<file path="config.mk">
export PLATFORM = sky130hd
export DESIGN_NAME = pll_dyn_cfg_ctrl
export DESIGN_NICKNAME = d
export VERILOG_FILES = /design/src/rtl/pll_dyn_cfg_ctrl.sv
export SDC_FILE = /design/constraint.sdc
export NUM_CORES = 1
export LEC_CHECK = 0
export ABC_CLOCK_PERIOD_IN_PS = 8700
export CORE_ASPECT_RATIO = 0.6
export CORE_MARGIN = 3
export CORE_UTILIZATION = 50
export CTS_BUF_LIST = sky130_fd_sc_hd__clkbuf_16
export DETAILED_ROUTE_END_ITERATION = 7
export PLACE_DENSITY = 0.77
export SLEW_MARGIN = 20
export SYNTH_ARGS = -nofsm -noshare
export SYNTH_HDL_FRONTEND = slang
export SYNTH_SLANG_ARGS = --single-unit
</file>
<file path="constraint.sdc">
create_clock -name clk_tb -period 8.7 [get_ports clk_tb]
set_input_delay 2.175 -clock clk_tb [delete_from_list [all_inputs] [get_ports clk_tb]]
set_output_delay 2.175 -clock clk_tb [all_outputs]
set_load 0.02 [all_outputs]
</file>
<file path="src/rtl/pll_dyn_cfg_ctrl.sv">
// HDMI pixel-clock PLL sequencer: power-up, reset, lock qualification, clkout0 gating,
// runtime divider/duty reconfiguration and bounded loss-of-lock recovery.
module pll_dyn_cfg_ctrl #(
  parameter int unsigned PWD_CYC      = 10,
  parameter int unsigned RST_CYC      = 10,
  parameter int unsigned LOCK_STABLE  = 16,
  parameter int unsigned LOCK_TIMEOUT = 4096,
  parameter int unsigned MAX_RETRY    = 3,
  parameter int unsigned ODIV_RST     = 100,
  parameter int unsigned DUTY_RST     = 100
) (
  input  logic       clk_tb,
  input  logic       rst_n,
  input  logic       pll_lock,
  input  logic       cfg_req,
  input  logic [9:0] cfg_odiv,
  input  logic [9:0] cfg_duty,
  input  logic       restart,
  output logic       cfg_ack,
  output logic       pll_pwd,
  output logic       pll_rst,
  output logic       rstodiv,
  output logic       clkout0_gate,
  output logic [9:0] dyn_odiv,
  output logic [9:0] dyn_duty,
  output logic       locked,
  output logic       busy,
  output logic       fail,
  output logic [1:0] retry_cnt
);

  localparam int unsigned CFG_W   = 10;
  localparam int unsigned TCNT_W  = 13;
  localparam int unsigned STAB_W  = $clog2(LOCK_STABLE + 1);
  localparam int unsigned RETRY_W = 2;

  typedef enum logic [2:0] {
    S_PWD, S_RST, S_LOCK, S_RUN, S_GATE, S_LOAD, S_ODRST, S_FAIL
  } state_t;

  state_t               state_q, state_n;
  logic                 lock_m, lock_s;
  logic [TCNT_W-1:0]    tcnt_q, tcnt_n;
  logic [STAB_W-1:0]    stab_q, stab_n;
  logic                 pend_q, pend_n;
  logic                 fail_attempt;
  logic [RETRY_W-1:0]   retry_d;
  logic [CFG_W-1:0]     odiv_d, duty_d;
  logic                 ack_d, pwd_d, prst_d, rstodiv_d, gate_d, locked_d, busy_d, fail_d;

  // Two-flop synchronizer for the asynchronous PLL lock
  always_ff @(posedge clk_tb or negedge rst_n) begin
    if (!rst_n) begin
      lock_m <= 1'b0;
      lock_s <= 1'b0;
    end else begin
      lock_m <= pll_lock;
      lock_s <= lock_m;
    end
  end

  // State, shared timer and registered outputs; reset itself is not counted toward PWD_CYC
  always_ff @(posedge clk_tb or negedge rst_n) begin
    if (!rst_n) begin
      state_q      <= S_PWD;
      tcnt_q       <= TCNT_W'(PWD_CYC);
      stab_q       <= '0;
      pend_q       <= 1'b0;
      cfg_ack      <= 1'b0;
      pll_pwd      <= 1'b1;
      pll_rst      <= 1'b1;
      rstodiv      <= 1'b0;
      clkout0_gate <= 1'b1;
      dyn_odiv     <= CFG_W'(ODIV_RST);
      dyn_duty     <= CFG_W'(DUTY_RST);
      locked       <= 1'b0;
      busy         <= 1'b1;
      fail         <= 1'b0;
      retry_cnt    <= '0;
    end else begin
      state_q      <= state_n;
      tcnt_q       <= tcnt_n;
      stab_q       <= stab_n;
      pend_q       <= pend_n;
      cfg_ack      <= ack_d;
      pll_pwd      <= pwd_d;
      pll_rst      <= prst_d;
      rstodiv      <= rstodiv_d;
      clkout0_gate <= gate_d;
      dyn_odiv     <= odiv_d;
      dyn_duty     <= duty_d;
      locked       <= locked_d;
      busy         <= busy_d;
      fail         <= fail_d;
      retry_cnt    <= retry_d;
    end
  end

  // Next state, timer loads and next-output decode from the state being entered
  always_comb begin
    state_n      = state_q;
    tcnt_n       = tcnt_q;
    stab_n       = stab_q;
    pend_n       = pend_q;
    retry_d      = retry_cnt;
    odiv_d       = dyn_odiv;
    duty_d       = dyn_duty;
    ack_d        = 1'b0;
    fail_attempt = 1'b0;

    unique case (state_q)
      S_PWD: begin
        if (tcnt_q == '0) begin
          state_n = S_RST;
          tcnt_n  = TCNT_W'(RST_CYC - 1);
        end else begin
          tcnt_n = tcnt_q - TCNT_W'(1);
        end
      end
      S_RST, S_ODRST: begin
        if (tcnt_q == '0) begin
          state_n = S_LOCK;
          tcnt_n  = TCNT_W'(LOCK_TIMEOUT - 1);
          stab_n  = '0;
        end else begin
          tcnt_n = tcnt_q - TCNT_W'(1);
        end
      end
      S_LOCK: begin
        // Lock qualification wins over a timeout expiring on the same cycle
        if (lock_s && stab_q == STAB_W'(LOCK_STABLE - 1)) begin
          state_n = S_RUN;
          retry_d = '0;
          ack_d   = pend_q;
          pend_n  = 1'b0;
        end else begin
          stab_n = lock_s ? stab_q + STAB_W'(1) : '0;
          if (tcnt_q == '0) fail_attempt = 1'b1;
          else              tcnt_n = tcnt_q - TCNT_W'(1);
        end
      end
      S_RUN: begin
        if (!lock_s) begin
          fail_attempt = 1'b1;
        end else if (cfg_req) begin
          state_n = S_GATE;
          tcnt_n  = TCNT_W'(1);
        end
      end
      S_GATE: begin
        if (tcnt_q == '0) state_n = S_LOAD;
        else              tcnt_n  = tcnt_q - TCNT_W'(1);
      end
      S_LOAD: begin
        state_n = S_ODRST;
        tcnt_n  = TCNT_W'(RST_CYC - 1);
        odiv_d  = cfg_odiv;
        duty_d  = cfg_duty;
        pend_n  = 1'b1;
      end
      S_FAIL: begin
        if (restart) begin
          state_n = S_PWD;
          tcnt_n  = TCNT_W'(PWD_CYC - 1);
          retry_d = '0;
        end
      end
    endcase

    // A pending request survives a retry but is abandoned on S_FAIL
    if (fail_attempt) begin
      if (retry_cnt == RETRY_W'(MAX_RETRY - 1)) begin
        state_n = S_FAIL;
        pend_n  = 1'b0;
      end else begin
        state_n = S_PWD;
        tcnt_n  = TCNT_W'(PWD_CYC - 1);
      end
      if (retry_cnt != '1) retry_d = retry_cnt + RETRY_W'(1);
    end

    pwd_d     = (state_n == S_PWD) || (state_n == S_FAIL);
    prst_d    = (state_n == S_RST) || (state_n == S_FAIL);
    rstodiv_d = (state_n == S_ODRST);
    gate_d    = (state_n != S_RUN);
    locked_d  = (state_n == S_RUN);
    busy_d    = (state_n != S_RUN) && (state_n != S_FAIL);
    fail_d    = (state_n == S_FAIL);
  end

endmodule
</file>
# Word-level counts from Yosys, hierarchy flattened
# Index checks and enable logic that the tools add are counted.
[word_totals]
ff_bits = 54
out_inout_bits = 30
input_bits = 25
[classes]
add_sub_neg = 3
n_eq_ne = 18
muxes = 39
reduce_logical = 10
[op_table]
columns = ["cell", "count"]
rows = [
  ["13-bit 2-to-1 mux", 9],
  ["13-bit case mux with 7 select lines", 1],
  ["3-bit 2-to-1 mux", 9],
  ["3-bit case mux with 7 select lines", 1],
  ["3-bit equality test (second input constant)", 6],
  ["5-bit 2-to-1 mux", 3],
  ["13-bit zero test", 1],
  ["13-bit by 1-bit subtractor with 13-bit output (second input constant)", 1],
  ["5-bit case mux with 2 select lines", 1],
  ["3-bit by 2-bit equality test with 1-bit output (second input constant)", 3],
  ["1-bit 2-to-1 mux", 8],
  ["2-bit 2-to-1 mux", 4],
  ["3-bit by 1-bit equality test with 1-bit output (second input constant)", 2],
  ["3-bit zero test", 2],
  ["2-bit != test (second input constant)", 3],
  ["5-bit by 1-bit adder with 5-bit output (second input constant)", 1],
  ["5-bit by 4-bit equality test with 1-bit output (second input constant)", 1],
  ["1-bit case mux with 2 select lines", 2],
  ["2-bit case mux with 2 select lines", 1],
  ["3-bit by 2-bit != test with 1-bit output (second input constant)", 1],
  ["3-bit != test (second input constant)", 1],
  ["3-bit AND reduction", 1],
  ["2-bit by 1-bit adder with 2-bit output (second input constant)", 1],
  ["2-bit equality test (second input constant)", 1],
  ["other kinds (4)", 6],
]

# Depth between registers and ports, before layout
# Gate-level depths: netlist of the first run.
[logic_depth]
depth_word = 7
mapped_depth = 11

# Worst setup path before layout of the first run
# No wires, ideal clock.
[synth_timing]
kind = "input to register"
start = "input port cfg_req"
end = "register state_q[0]"
setup_slack_ns = 5.304
setup_time_ns = 0.128
path_buffers = 0
t_required_ns = 8.572
t_arrival_ns = 3.267
path_stages = 4
cell_sequence = "nand3b_1 -> a32oi_1 -> o311ai_2 -> mux2_2"
[synth_via]
elab_chain_len = 4
[synth_rtl]
columns = ["element", "line_no", "rtl"]
rows = [
  ["start, declared", "15", "input logic cfg_req,"],
  ["3-bit 2-to-1 mux", "145", "end else if (cfg_req) begin"],
  ["3-bit 2-to-1 mux", "143", "if (!lock_s) begin"],
  ["3-bit case mux with 7 select lines", "111", "unique case (state_q)"],
  ["3-bit 2-to-1 mux", "171", "if (fail_attempt) begin"],
  ["net state_n[0]", "41", "state_t state_q, state_n;"],
  ["end signal, assigned", "81", "state_q <= state_n;"],
  ["end, declared", "41", ""],
]
# The timed path passes the listed nets, and every way through them passes these cells.
# A chain may end at the register's enable or synchronous reset.

# Worst setup path in the final report of the first run
[layout_timing]
start = "input port restart"
end = "register busy"
[layout_via]
elab_chain_len = 5
word_cells_on_any_way = 6
classes_between = "2 x eq/ne; 3 x mux; 1 x reduce/logical"
[layout_rtl]
columns = ["element", "line_no", "rtl"]
rows = [
  ["start, declared", "18", "input logic restart,"],
  ["3-bit 2-to-1 mux (*)", "162", "if (restart) begin"],
  ["3-bit case mux with 7 select lines (*)", "111", ""],
  ["3-bit 2-to-1 mux (*)", "171", ""],
  ["net state_n[0]", "41", ""],
  ["3-bit by 2-bit != test with 1-bit output / 3-bit != test (equally long branches)", "187", "busy_d = (state_n != S_RUN) && (state_n != S_FAIL);"],
  ["1-bit logical AND (*)", "187", ""],
  ["net busy_d", "49", "logic ack_d, pwd_d, prst_d, rstodiv_d, gate_d, locked_d, busy_d, fail_d;"],
  ["end signal, assigned", "93", "busy <= busy_d;"],
  ["end, declared", "27", "output logic busy,"],
]
# Mark *: on every way through the listed nets, which the timed path passes. The rest lies on a longest branch.

==> metrics.txt, run 1 <==
pin count of the biggest net entering global routing 55; vias in the first global route between 2,000 and 2,500; CTS tree yes; worst hold path depth 0; first-pass iteration count of the detailed router 5; simple-gate share of the synthesized area 0.160; Global Route Usage Sum 0.204; P_leak around 0.0015 µW; Commonest cells post-synth dfrtp_1 (42), nand2_1 (33), mux2_2 (21), inv_1 (15), dfstp_2 (12); Post-CTS Resized 0; Worst-Margin Slew 0.774 ns; CTS clk-pin slew, worst paths approximately 0.070 ns; Worst EP required slightly below 9 ns; Clock Skews around 0.0056 ns; reg2reg end tcnt_q[0]; Synth Flop Type dfrtp_1; CTS buffer count 5; MaxCap Viol Count 0; Initial Utilization 0.540; synth top area cells dfrtp_1 (37%), dfstp_2 (11%), mux2_2 (8.3%); via count 2,279; largest family of logic cells by synthesized area compound AO/OA/AOI/OAI gates; dpl hpwl between 4 and 5 mm; Synth Area in Compound Gates 0.163; total placed cells including tap cells between 300 and 400; worst hold path type reg2reg; total gr overflow 0; buffer depth of the longest clock path 2; Post-Synth Adder-Cell Area 0.0307; syn_nets 300; final hold vios 0; fmax about 260 MHz; ys async rst share 1.00; most used cell, CP nand2_1; Synth warnings 0; Yosys cell types 63; Slowest cell on crit path a32oi_1; fill count around 390; final WL roughly 6.5 mm; initial antenna violation count 0; htree depth 2; RSZ-0062 raised after global routing false; synthesized area 2850 µm²; crit-path cells clkdlybuf4s50_1 > nand2_1 > a32oi_1 > o311ai_2 > mux2_2 > nand2_1; DR vias/cell 5.77; gpl congestion 0.854; Residual DRC 0; Core Footprint ~5300 µm²; crit path DAT just over 4 ns; fin crit share 0.446; min-delay src lock_m; Worst Path Max Fanout 6; PortBufs 54; final setup fails 0; worst r2r src tcnt_q[0]; Syn Inst Count 268; Tmin final between 3 and 4 ns; Post-synth EDFFs 0; Layout area overhead 26.6%; fraction of layout cells with a size suffix above 1 0.195; Synth Area in XOR/XNOR 0.0184; Die W about 100 µm; worst IR drop on VDD between 0.15 and 0.2 mV; outcome complete, no violations; reg-to-reg slack, setup around 5.5 ns; final antenna-violating net count 0; Antenna diodes 0; Die Y-Extent ~64 µm; fin nets around 350; Clk Latency, worst-skew pair approximately 0.29 ns; fraction of synthesized area in multiplexers 0.104; fin cells around 400; DIE AREA roughly 6700 µm²; Slew Limit Fails 0; post-CTS setup buffer count 0; CP Capture Type register; synthesis-stage register bit count 54; clk sink count 54; Initial DRC Count 200; Mean Syn Cell Area about 11 µm²; first-pass GRT wire length about 11 mm; pwr/cell area approximately 140 nW/µm²; hold path endpoint lock_s; Slew HR 0.484; I/O Pins 55; count leader, synth dfrtp_1; fin util 0.684; Yosys top cell area share 0.369; cell row count 20; Setup CP Type in2reg; R2R cell count 10; Worst setup SP type primary input; sequential share of the synthesized area 0.479; Wirelength per Cell 16.5 µm; leading area contributor after synthesis dfrtp_1; CP peak stage delay slightly below 0.6 ns; setup tns final 0 ns; clock root buffer clkbuf_16; Post-CTS Hold Fix Bufs 0
-- where the power goes --
group / switching (µW) / total, µW / internal (µW) / leakage (µW)
combinational: 15.8 / 36.7 / 20.9 / 0.000752
clock: 87.0 / 222 / 135 / 0.0000812
sequential: 2.89 / 260 / 257 / 0.000618
total: 106 / 519 / 413 / 0.00145
-- logic make-up after synthesis --
family,Yosys count
simple gates,85
flops,54
mux,27
buf+inv,31
compound gates,58
xor+xnor,6
fa+ha+maj,7
-- placed cells by master (no fill, tap or decap), types with 8 or more instances in the layout --
cell type        count
inv_1               16
nand2_1             33
dfrtp_1             42
clkdlybuf4s50_1     53
dfstp_2             12
o21ai_0              8
mux2_2              21
a21oi_1              9
a31oi_1              9
nor3_1               8
-- cell type report --
| cell class | count | area (µm²) | share of cell area |
|---|---|---|---|
| clock buffers | 5 | 125 | 0.0347 |
| well taps | 77 | 96.3 | 0.0267 |
| multi-input cells | 183 | 1360 | 0.377 |
| clock inverters | 3 | 41.3 | 0.0114 |
| repair buffers | 57 | 558 | 0.155 |
| inverters | 16 | 62.6 | 0.0173 |
| flip-flops and latches | 54 | 1370 | 0.378 |
-- critical path, delay by kind of cell --
family / cells / cell delay [ns]
buffers and inverters: 1 / 0.53
AO/OA/AOI/OAI: 2 / 0.88
AND/OR/NAND/NOR: 2 / 0.18
multiplexers: 1 / 0.34
-- routing by layer --
layer  vias to the layer above  GRT usage  part of all wire
met2                        85      0.300              0.46
met1                      1103      0.307              0.47
met4                         0     0.0452             0.013
met3                        14     0.0462             0.062
li1                       1077          -                 -
met5                         -          0                 0
-- sequential cells by signal, summed over array words and instances (netlist names), 2 cells and up --
signal	count
tcnt_q	13
dyn_duty	10
dyn_odiv	10
stab_q	5
state_q	3
retry_cnt	2
-- metrics by stage --
step | power (µW) | setup WS [ns] | hold slack (ns) | cell area (µm²)
after floorplan | 275 | 5.30 | 0.331 | 2850
after CTS | 526 | 4.84 | 0.355 | 3610
after global placement | 301 | 4.66 | 0.331 | 3440
final | 519 | 4.82 | 0.356 | 3610
after detailed placement | 302 | 4.53 | 0.346 | 3440
after global routing | 538 | 4.71 | 0.363 | 3610
-- how the worst max path moves through the flow --
stage                       to  depth (start not counted)  slack, ns    start
global placement    state_q[0]                          5       4.66  restart
floorplan           state_q[0]                          4       5.30  cfg_req
detailed placement        busy                          6       4.53  restart
CTS                       busy                          6       4.84  restart
global route              busy                          6       4.71  restart
finish                    busy                          6       4.82  restart
No activity file was read; power rests on OpenSTA's default activity.
==> inputs of run 2 (changes only) <==
ABC_CLOCK_PERIOD_IN_PS = 3400   (was 8700)
CORE_UTILIZATION = 47   (was 50)
PLACE_DENSITY = 0.76   (was 0.77)
clock period = 3.4 ns   (was 8.7 ns; I/O delays follow)
==> run 2 against run 1 <==
Effect of this change:
- setup slack worse by 4.5 ns
- combinational power increased to 2.6 times the previous value
- wire length shrank 3.5%
- cell area rose by 0.17%
- clock power grew to 2.6 times the previous value
- total power grew to 2.6 times the previous value
- hold slack improved by 0.0040 ns
- register-to-register slack worse by 5.3 ns
- non-clock buffer count grew 1
- count of clock-buffer cells in the layout unchanged
- highest routed layer unchanged
==> metrics.txt, run 2 (same netlist as run 1, synthesis figures left out) <==
outcome complete, no violations; worst IR drop on VDD 0.227 mV (+49%); worst setup path endpoint tcnt_q[0]; most used cell, CP ha_1; Top Registers tcnt_q: 13 flops, dyn_duty: 10 flops, dyn_odiv: 10 flops; Antenna diodes 0 (unchanged); clock root buffer clkbuf_16; Worst setup SP type register; final WL 6.30 mm (-3.5%); cell row count 21 (+5.0%); post-CTS setup buffer count 0 (unchanged); clk sink count 54 (unchanged); commonest non-fill, non-tap cell in the layout clkdlybuf4s50_1; Top Family by Delay on Critical Path simple AND/OR/NAND/NOR gates; pwr/cell area 367 nW/µm² (+160%); fin crit share 0.918; Die Y-Extent 66.3 µm (+2.9%); PortBufs 54 (unchanged); R2R cell count 10 (unchanged); placed cell areas 3450 µm² (+0.33%); worst r2r src tcnt_q[0]; fin cells 399 (+1.0%); Slew Limit Fails 0 (unchanged); vias in the first global route 2,001 (-5.0%); Wirelength per Cell 15.8 µm (-4.5%); final hold vios 0 (unchanged); CTS clk-pin slew, worst paths 0.07 ns (about the same); Tmin final roughly 3.1 ns; final antenna-violating net count 0 (unchanged); Slew HR 0.490 (+0.00662); total gr overflow 0 (unchanged); multi-input logic area 1360 µm² (-0.37%); Hold WS 0.360 ns (+0.00400 ns); CP Launch Point tcnt_q[0]; first-pass iteration count of the detailed router 5 (unchanged); initial antenna violation count 0 (unchanged); RSZ-0062 raised after global routing false; Buf/Inv on CP 2 (+1); Residual DRC 0 (unchanged); max reg flops 13 (unchanged); Setup CP Type reg2reg; critical path depth 10 (+4); fin util 0.631 (-0.0524); fraction of layout cells with a size suffix above 1 0.194 (-0.000611); gpl congestion 0.916 (+7.2%); setup tns final 0 ns (unchanged); Largest Register tcnt_q; CP peak stage delay 0.55 ns (-0.04 ns); Clk Latency, worst-skew pair 0.29 ns (about the same); Die W 107 µm (+3.0%); P_leak 0.00146 µW (+0.28%); Worst EP required 3.57 ns (-5.36 ns); pin count of the biggest net entering global routing 35 (-36%); CTS buffer count 5 (unchanged); Layout area overhead 26.9%; CP Capture Type register; final setup fails 0 (unchanged); htree depth 2 (unchanged); Initial DRC Count 184 (-8.0%); I/O Pins 55 (unchanged); CTS tree yes; crit-path cells inv_1 > ha_1 > or4b_1 > nor4_4 > inv_4 > ha_1 > and3_1 > a21oi_1 > o22ai_1 > or3_1; dpl hpwl 4.52 mm (-1.8%); Core Footprint 5730 µm² (+8.5%); Worst Path Max Fanout 14 (+8); fin area 3620 µm² (+0.17%); via count 2,269 (-0.44%); DIE AREA 7070 µm² (+5.9%); Global Route Usage Sum 0.185 (-0.0191); Post-CTS Hold Fix Bufs 0 (unchanged); Slowest cell on crit path or4b_1; DR vias/cell 5.69 (-1.4%); reg2reg end tcnt_q[0]; fill count 478 (+23%); Worst-Margin Slew 0.764 ns (-0.00993 ns); Reg area 1370 µm² (unchanged); Post-CTS Resized 0 (unchanged); total placed cells including tap cells 391 (+1.0%); worst hold path type reg2reg; Clock Skews 0.00913 ns (+0.00350 ns); commonest non-fill, non-tap cells in the layout clkdlybuf4s50_1 (53), dfrtp_1 (42), nand2_1 (33); reg-to-reg slack, setup 0.28 ns (-5.25 ns); Initial Utilization 0.498 (-0.0422); fmax about 320 MHz; fin nets 350 (+0.29%); first-pass GRT wire length 10.2 mm (-3.9%); MaxCap Viol Count 0 (unchanged); buffer depth of the longest clock path 2 (unchanged); crit path DAT 3.29 ns (-0.82 ns)
-- run 2: cell count changes in the layout (fill, tap and decap cells not counted), sizes merged --
cell,change
buf,+1
-- run 2: metal layers --
layer	GRT usage	routed length, µm	vias to the layer above
met2	0.252	2630	107
li1	-	-	1074
met5	0	0	-
met4	0.0494	71	0
met3	0.0478	533	7
met1	0.286	3060	1081
-- run 2: area by class of cell --
class | instances | area share
clock inverter | 3 | 0.0114
tap | 80 | 0.0277
inverter | 16 | 0.0173
clock buffer | 5 | 0.0346
sequential | 54 | 0.378
multi-input combinational | 183 | 0.375
timing repair buffer | 58 | 0.156
-- run 2: where the power goes --
part	internal, µW	switching [µW]
combinational	53.4	40.1
clock	345	223
sequential	659	6.91
total	1060	270
-- run 2: worst register-to-register path, delay by kind of cell (launching register included) --
family / cells / cell delay, ns
DFF: 1 / 0.44
and+or+nand+nor: 4 / 1.52
AOI/OAI and AO/OA: 2 / 0.26
buffers and inverters: 2 / 0.30
adders and majority gates: 2 / 0.49
-- run 2: worst min-delay path by stage --
stage | startpoint | endpoint | slack [ns] | cells after the start
after floorplan | lock_m | lock_s | 0.33 | 0
after global placement | lock_m | lock_s | 0.33 | 0
after detailed placement | lock_m | lock_s | 0.34 | 0
after CTS | lock_m | lock_s | 0.36 | 0
after global routing | lock_m | lock_s | 0.38 | 0
final | lock_m | lock_s | 0.36 | 0
-- run 2: stage by stage --
stage / power, µW / setup WS [ns]
after floorplan: 705 / 0.599
final: 1330 / 0.278
after global routing: 1380 / 0.163
after detailed placement: 773 / 0.439
after global placement: 771 / 0.545
after CTS: 1340 / 0.319
==> inputs of run 3 (changes only) <==
CTS_CLUSTER_SIZE = 10   (was unset)
SLEW_MARGIN = 40   (was 20)
==> results of run 3 <==
Final layout, timing and power as in run 2 (identical DEF).
